### config.mk
export PLATFORM = sky130hd
export DESIGN_NAME = fetch_fill_ctrl
export DESIGN_NICKNAME = d
export VERILOG_FILES = /design/src/rtl/fetch_fill_ctrl.sv
export SDC_FILE = /design/constraint.sdc
export NUM_CORES = 1
export LEC_CHECK = 0
export CORE_UTILIZATION = 32
export CTS_CLUSTER_SIZE = 24
export DETAILED_ROUTE_END_ITERATION = 7
export PLACE_DENSITY = 0.82
export REMOVE_ABC_BUFFERS = 1
export SLEW_MARGIN = 20
export SYNTH_ARGS = -nofsm -noshare
export SYNTH_HDL_FRONTEND = slang
export SYNTH_SLANG_ARGS = --single-unit
### constraint.sdc
create_clock -name clk -period 2.4 [get_ports clk]
set_input_delay 0.36 -clock clk [delete_from_list [all_inputs] [get_ports clk]]
set_output_delay 0.36 -clock clk [all_outputs]
set_load 0.05 [all_outputs]
### src/rtl/fetch_fill_ctrl.sv
// rtl/fetch_fill_ctrl.sv - I-cache block fill controller: issues eight word reads and writes the returned words plus the tag.
module fetch_fill_ctrl #(
   parameter int WORDS = 8
) (
   input  logic        clk,
   input  logic        rst_n,
   input  logic        miss_detected,
   input  logic [15:0] miss_address,
   input  logic        memory_data_valid,
   input  logic [15:0] memory_data,
   output logic        fsm_busy,
   output logic        memory_read,
   output logic [15:0] memory_address,
   output logic        write_data_array,
   output logic        write_tag_array,
   output logic [15:0] fill_address,
   output logic [15:0] memory_data_out
);

   typedef enum logic [0:0] {
      IDLE = 1'b0,
      FILL = 1'b1
   } state_t;

   localparam logic [3:0] LAST_WORD = 4'(WORDS - 1);
   localparam logic [3:0] ALL_WORDS = 4'(WORDS);

   state_t      state;
   logic [15:0] base;
   logic [3:0]  issue_cnt;
   logic [3:0]  ret_cnt;
   logic        in_fill;
   logic        last_return;

   assign in_fill     = (state == FILL);
   assign last_return = in_fill && memory_data_valid && (ret_cnt == LAST_WORD);

   always_ff @(posedge clk or negedge rst_n) begin
      if (!rst_n) begin
         state     <= IDLE;
         base      <= 16'h0000;
         issue_cnt <= 4'd0;
         ret_cnt   <= 4'd0;
      end else begin
         case (state)
            IDLE: begin
               if (miss_detected) begin
                  base      <= miss_address & 16'hFFF0;
                  issue_cnt <= 4'd0;
                  ret_cnt   <= 4'd0;
                  state     <= FILL;
               end
            end
            FILL: begin
               if (issue_cnt < ALL_WORDS)
                  issue_cnt <= issue_cnt + 4'd1;
               // Completion is driven purely by counted returns, so memory latency and gaps do not matter.
               if (memory_data_valid) begin
                  if (ret_cnt == LAST_WORD) begin
                     ret_cnt <= 4'd0;
                     state   <= IDLE;
                  end else begin
                     ret_cnt <= ret_cnt + 4'd1;
                  end
               end
            end
            default: state <= IDLE;
         endcase
      end
   end

   // Busy follows the miss combinationally in IDLE so the PC stalls in the detection cycle.
   assign fsm_busy         = in_fill || miss_detected;
   assign memory_read      = in_fill && (issue_cnt < ALL_WORDS);
   assign memory_address   = base + {12'd0, issue_cnt[2:0], 1'b0};
   assign write_data_array = in_fill && memory_data_valid;
   assign write_tag_array  = last_return;
   assign fill_address     = base + {12'd0, ret_cnt[2:0], 1'b0};
   assign memory_data_out  = memory_data;

endmodule

==> results of run 1 <==
## cell type report
type / instances / area, sq um / share of cell area
Clock buffer: 4 / 45.04 / 0.02980
Tap cell: 46 / 57.56 / 0.03808
Multi-Input combinational cell: 69 / 361.6 / 0.2392
Inverter: 3 / 11.26 / 0.007450
Timing Repair Buffer: 51 / 510.5 / 0.3377
Sequential cell: 21 / 525.5 / 0.3477
## cell usage in the layout, fill, tap and decap left out, drive strengths merged
master / instances
clkdlybuf4s50: 46
nand2: 39
dfrtp: 21
nor2: 7
nand3: 5
buf: 5
clkbuf: 4
inv: 3
xor2: 2
ha: 2
conb: 2
and2b: 1
nor3: 1
a31oi: 1
a21oi: 1
nand2b: 1
o211ai: 1
o41ai: 1
nor2b: 1
nand3b: 1
o31ai: 1
a22o: 1
mux2: 1
## sequential cells by signal, indices dropped and copies added (netlist names)
name / cells
base: 12
in_fill: 1
issue_cnt: 4
ret_cnt: 4
## kinds of logic after synthesis
| logic type | share of synthesized area |
|---|---|
| XOR/XNOR | 0.01476 |
| multiplexers | 0.01264 |
| AND/OR/NAND/NOR | 0.2129 |
| adder cells (fa/ha/maj) | 0.02107 |
| buffers and inverters | 0.2561 |
| AO/OA/AOI/OAI | 0.03689 |
| other | 0.003158 |
| flip-flops | 0.4426 |
## through the flow
stage | util | cell area [sq um] | power (uW) | hold WS (ns)
floorplan | - | 898.4 | 1815 | 0.06441
global placement | 0.4260 | 1466 | 2408 | 0.4873
detailed placement | 0.4260 | 1466 | 2437 | 0.4875
CTS | 0.4391 | 1511 | 2676 | 0.4522
global route | 0.4391 | 1511 | 2776 | 0.4722
finish | 0.4391 | 1511 | 2648 | 0.4461
## critical path, delay by kind of cell, from the launching register on
family | cells | cell delay (ns)
flip-flops | 1 | 0.41
buffers and inverters | 1 | 0.81
AND/OR/NAND/NOR | 1 | 0.29
## report_power, final
part           total [uW]  switching [uW]  internal (uW)  leakage [uW]
registers             673             154            519      0.000255
clock network         223             105            118     0.0000228
logic                1750            1170            588      0.000417
## layer usage
metal / vias to the layer above / GRT usage
met4: 0 / 0.06105
met1: 371 / 0.1437
met3: 4 / 0.08577
li1: 408 / -
met2: 65 / 0.1976
met5: - / 0.04167
## worst paths after layout
| path | cells past startpoint | end | from | slack (ns) |
|---|---|---|---|---|
| hold reg to reg | 2 | base[4] | base[4] | 0.51 |
| hold / removal | 2 | base[14] | rst_n | 0.45 |
| max in group asynchronous | 2 | base[12] | rst_n | 1.74 |
| min in group clk | 2 | base[4] | base[4] | 0.51 |
| setup / recovery | 2 | memory_read | issue_cnt[3] | 0.29 |
| setup reg to reg | 4 | in_fill | ret_cnt[0] | 1.08 |
==> impl_metrics.ini, run 1 <==
[clock_tree]
holdBufCountCts = 0
numCtsBuffers = 3
h-tree-depth = 1
cts_setup_buffers = 0
cts_tree = done
root_buffer = clkbuf_8
clk_latency_ns = 0.25
clkSlewWorstSetupHoldPaths_ns = 0.07
cts.sinks = 21
clk_path_buf_depth = 2
cts-resized-gates = 0

[yosys]
synth_area_leader_cell = dfrtp_1
synth_cell_type_count = 23
async_flop_share = 1.000
synthTopCellsByCount = buf_4, nand2_1, dfrtp_1, nor2_1, nand3_1
ys.warnings.count = 0
ys_seq_elements = 21
yosys.area.top_type_share = 0.4426
avgSynthCellArea_sq_um = 9.064
synth.top_cells.by_area = dfrtp_1, buf_4, nand2_1, ha_1, nand3_1
yosysSeqAreaShare = 0.4426
synth_top_flop_cell = dfrtp_1
synth.most_common_cell = buf_4
synth_edf_count = 0
syn_inst = 131
syn-cell-area_sq_um = 1187

[sta]
fin_crit_ns = 2.112
worst_slack_ns = 0.2883
tightest_slew_ns = 0.5071
maxSlewHeadroom = 0.6609
drv_slew = 0
rsz0062_at_grt = false
setup_viol = 0
min_period_over_period = 0.8799
hold_viol = 0
final.setup_skew_ns = 0.0007417
max_freq_ghz = 0.4736
tns_ns = 0

[critical_path]
crit_arrival_ns = 1.75
end_kind = output port
critPathSlowestCell = clkdlybuf4s50_1
cp.required_ns = 2.04
max_stage_delay_ns = 0.81
path_cells = and2b_4 -> clkdlybuf4s50_1
crit_fanout = 4
start_kind = register
critical_path_class = reg2out

[routing]
drt_wl_total_mm = 2.515
via_count = 848
vias_per_cell = 4.371
wl_per_cell_um = 12.96
drt_iter0_drc = 12
drc = 0
first_pass_iters = 4
route.met3.wl_um = 391
ant_nets = 0
highest_layer = met4
wl_met1_mm = 1.050
route.met2.wl_mm = 1.032

[finish]
drive_gt1_frac = 0.09459
final_cells = 194
n_antenna_cell = 0
nFillCells = 333
layout.nets = 187
area_growth_pct = 27.29

[placed_design]
dp.cells = 190
dp_hpwl_mm = 1.830
port_buffers = 49
finalWeightedCongestion = 0.7691
place_ws_ns = 0.4236

[floorplanning]
fp.coreArea_sq_um = 3442
die_h_um = 62.92
num_rows = 21
dieArea_sq_um = 3958
boundaryPins = 88
die_width_um = 62.92
start_util = 0.3450

[power]
ir_drop_uv = 840.3
leakagePower_uw = 0.0006950
powerDensity_nw_per_um2 = 1752

[grt]
grt_pass1_vias = 874
grt_usage = 0.1331
antenna_found_initial = 0
overflow = 0
grt_pass1_wl_mm = 4.084
grt_max_degree = 22

[worst_hold_path]
min_path_type = in2async

[flow_run]
drv_cap = 0

[outcome]
status = complete, no violations
Note: power is estimated with default switching activity, not from simulation.
==> inputs of run 2 (changes only) <==
--- a/config.mk
+++ b/config.mk
@@ -9,6 +9,7 @@
 export CTS_CLUSTER_SIZE = 24
 export DETAILED_ROUTE_END_ITERATION = 7
 export PLACE_DENSITY = 0.82
+export RECOVER_POWER = 50
 export REMOVE_ABC_BUFFERS = 1
 export SLEW_MARGIN = 20
 export SYNTH_ARGS = -nofsm -noshare
==> run 2 against run 1 <==
Sequential power is essentially flat. Wire length grew 0.12%. Register-to-register slack lost 0.48 ns. Global-route usage is the same. Count of clock-buffer cells in the layout is the same. Sequential cell count is the same. Die area is the same. Non-clock buffer count is the same. Critical endpoint unchanged.
==> impl_metrics.ini, run 2 (synthesis results as in run 1) <==
[routing]
via_count = 851
first_pass_iters = 4
drt_iter0_drc = 11
drc = 0
drt_wl_total_mm = 2.518
ant_nets = 0
vias_per_cell = 4.387
wl_per_cell_um = 12.98

[floorplanning]
num_rows = 21
fp.coreArea_sq_um = 3442
die_width_um = 62.92
start_util = 0.3450
dieArea_sq_um = 3958
die_h_um = 62.92
boundaryPins = 88

[grt]
grt_pass1_vias = 874
antenna_found_initial = 0
grt_max_degree = 22
overflow = 0
grt_pass1_wl_mm = 4.084
grt_usage = 0.1331

[sta]
maxSlewHeadroom = 0.2571
hold_viol = 0
final.setup_skew_ns = 0.0007382
drv_slew = 0
holdWs_ns = 0.5053
max_freq_ghz = 0.4735
min_period_over_period = 0.8799
fin_crit_ns = 2.112
setup_viol = 0
tightest_slew_ns = 1.114
rsz0062_at_grt = false

[finish]
multi_input_area_sq_um = 346.6
layout.nets = 187
layout_commonest_cell = clkdlybuf4s50_1
largest_reg_flops = 12
layout_common_cells = clkdlybuf4s50_1, nand2_1, dfrtp_1
reg_top3 = base: 12 flops, issue_cnt: 4 flops, ret_cnt: 4 flops
post-route-util = 0.4337
register_area_sq_um = 525.5
n_antenna_cell = 0
nFillCells = 333
max_flop_register = base
drive_gt1_frac = 0.07432
area_growth_pct = 25.71

[critical_path]
r2r-start = in_fill
critical_path_class = reg2out
crit_arrival_ns = 1.75
endpoint = memory_read
end_kind = output port
reg2reg_slack_ns = 0.60
ff2ff_path_depth = 4
cp.required_ns = 2.04
crit_path_start = issue_cnt[3]
rr_endpoint = issue_cnt[0]
crit_fanout = 4
start_kind = register

[power]
leakagePower_uw = 0.0006774
powerDensity_nw_per_um2 = 1768
ir_drop_uv = 840.1

[clock_tree]
holdBufCountCts = 0
cts.sinks = 21
clkSlewWorstSetupHoldPaths_ns = 0.07
cts-resized-gates = 0
cts_tree = done
clk_path_buf_depth = 2
cts_setup_buffers = 0
h-tree-depth = 1
numCtsBuffers = 3
root_buffer = clkbuf_8
clk_latency_ns = 0.25

[worst_hold_path]
min_path_type = reg2reg

[flow_run]
drv_cap = 0

[placed_design]
dp_hpwl_mm = 1.830
finalWeightedCongestion = 0.7691
port_buffers = 49

[outcome]
status = complete, no violations
==> run 2: worst max-delay path, cell delays in order, from the launching register on <==
cell	delay [ns]
dfrtp_1	0.41
and2b_4	0.29
clkdlybuf4s50_1	0.81
==> run 2: area by class of cell <==
| type | instances | area share |
|---|---|---|
| flip-flops and latches | 21 | 0.3521 |
| repair buffers | 51 | 0.3395 |
| multi-input cells | 69 | 0.2322 |
| well taps | 46 | 0.03856 |
| clock buffers | 4 | 0.03018 |
| inverters | 3 | 0.007544 |
==> run 2: where the power goes <==
| group | internal, uW | switching (uW) |
|---|---|---|
| clock | 118 | 105 |
| combinational | 581 | 1160 |
| sequential | 519 | 154 |
==> run 2: per-stage QoR <==
| step | cells | setup slack [ns] | total power, uW | instance area [sq um] | TNS [ns] |
|---|---|---|---|---|---|
| finish | 194 | 0.2881 | 2639 | 1493 | 0 |
| global route | 194 | 0.1999 | 2767 | 1493 | 0 |
| CTS | 194 | 0.2694 | 2676 | 1511 | 0 |
| detailed placement | 190 | 0.4236 | 2437 | 1466 | 0 |
| global placement | 190 | 0.4372 | 2408 | 1466 | 0 |
| floorplan | 93 | -0.06708 | 1815 | 898.4 | -0.06708 |
==> run 2: worst min path at each step <==
stage	startpoint	endpoint	cells after the start
after floorplan	rst_n	base[10]	0
after global placement	base[4]	base[4]	2
after detailed placement	base[4]	base[4]	2
after CTS	rst_n	base[14]	2
after global routing	base[12]	base[12]	2
final	base[4]	base[4]	2
==> run 2: per-layer routing <==
metal,track usage,routed length (um)
met1,0.1437,1054
met2,0.1976,1032
met3,0.08577,391
met4,0.06105,40
met5,0.04167,0
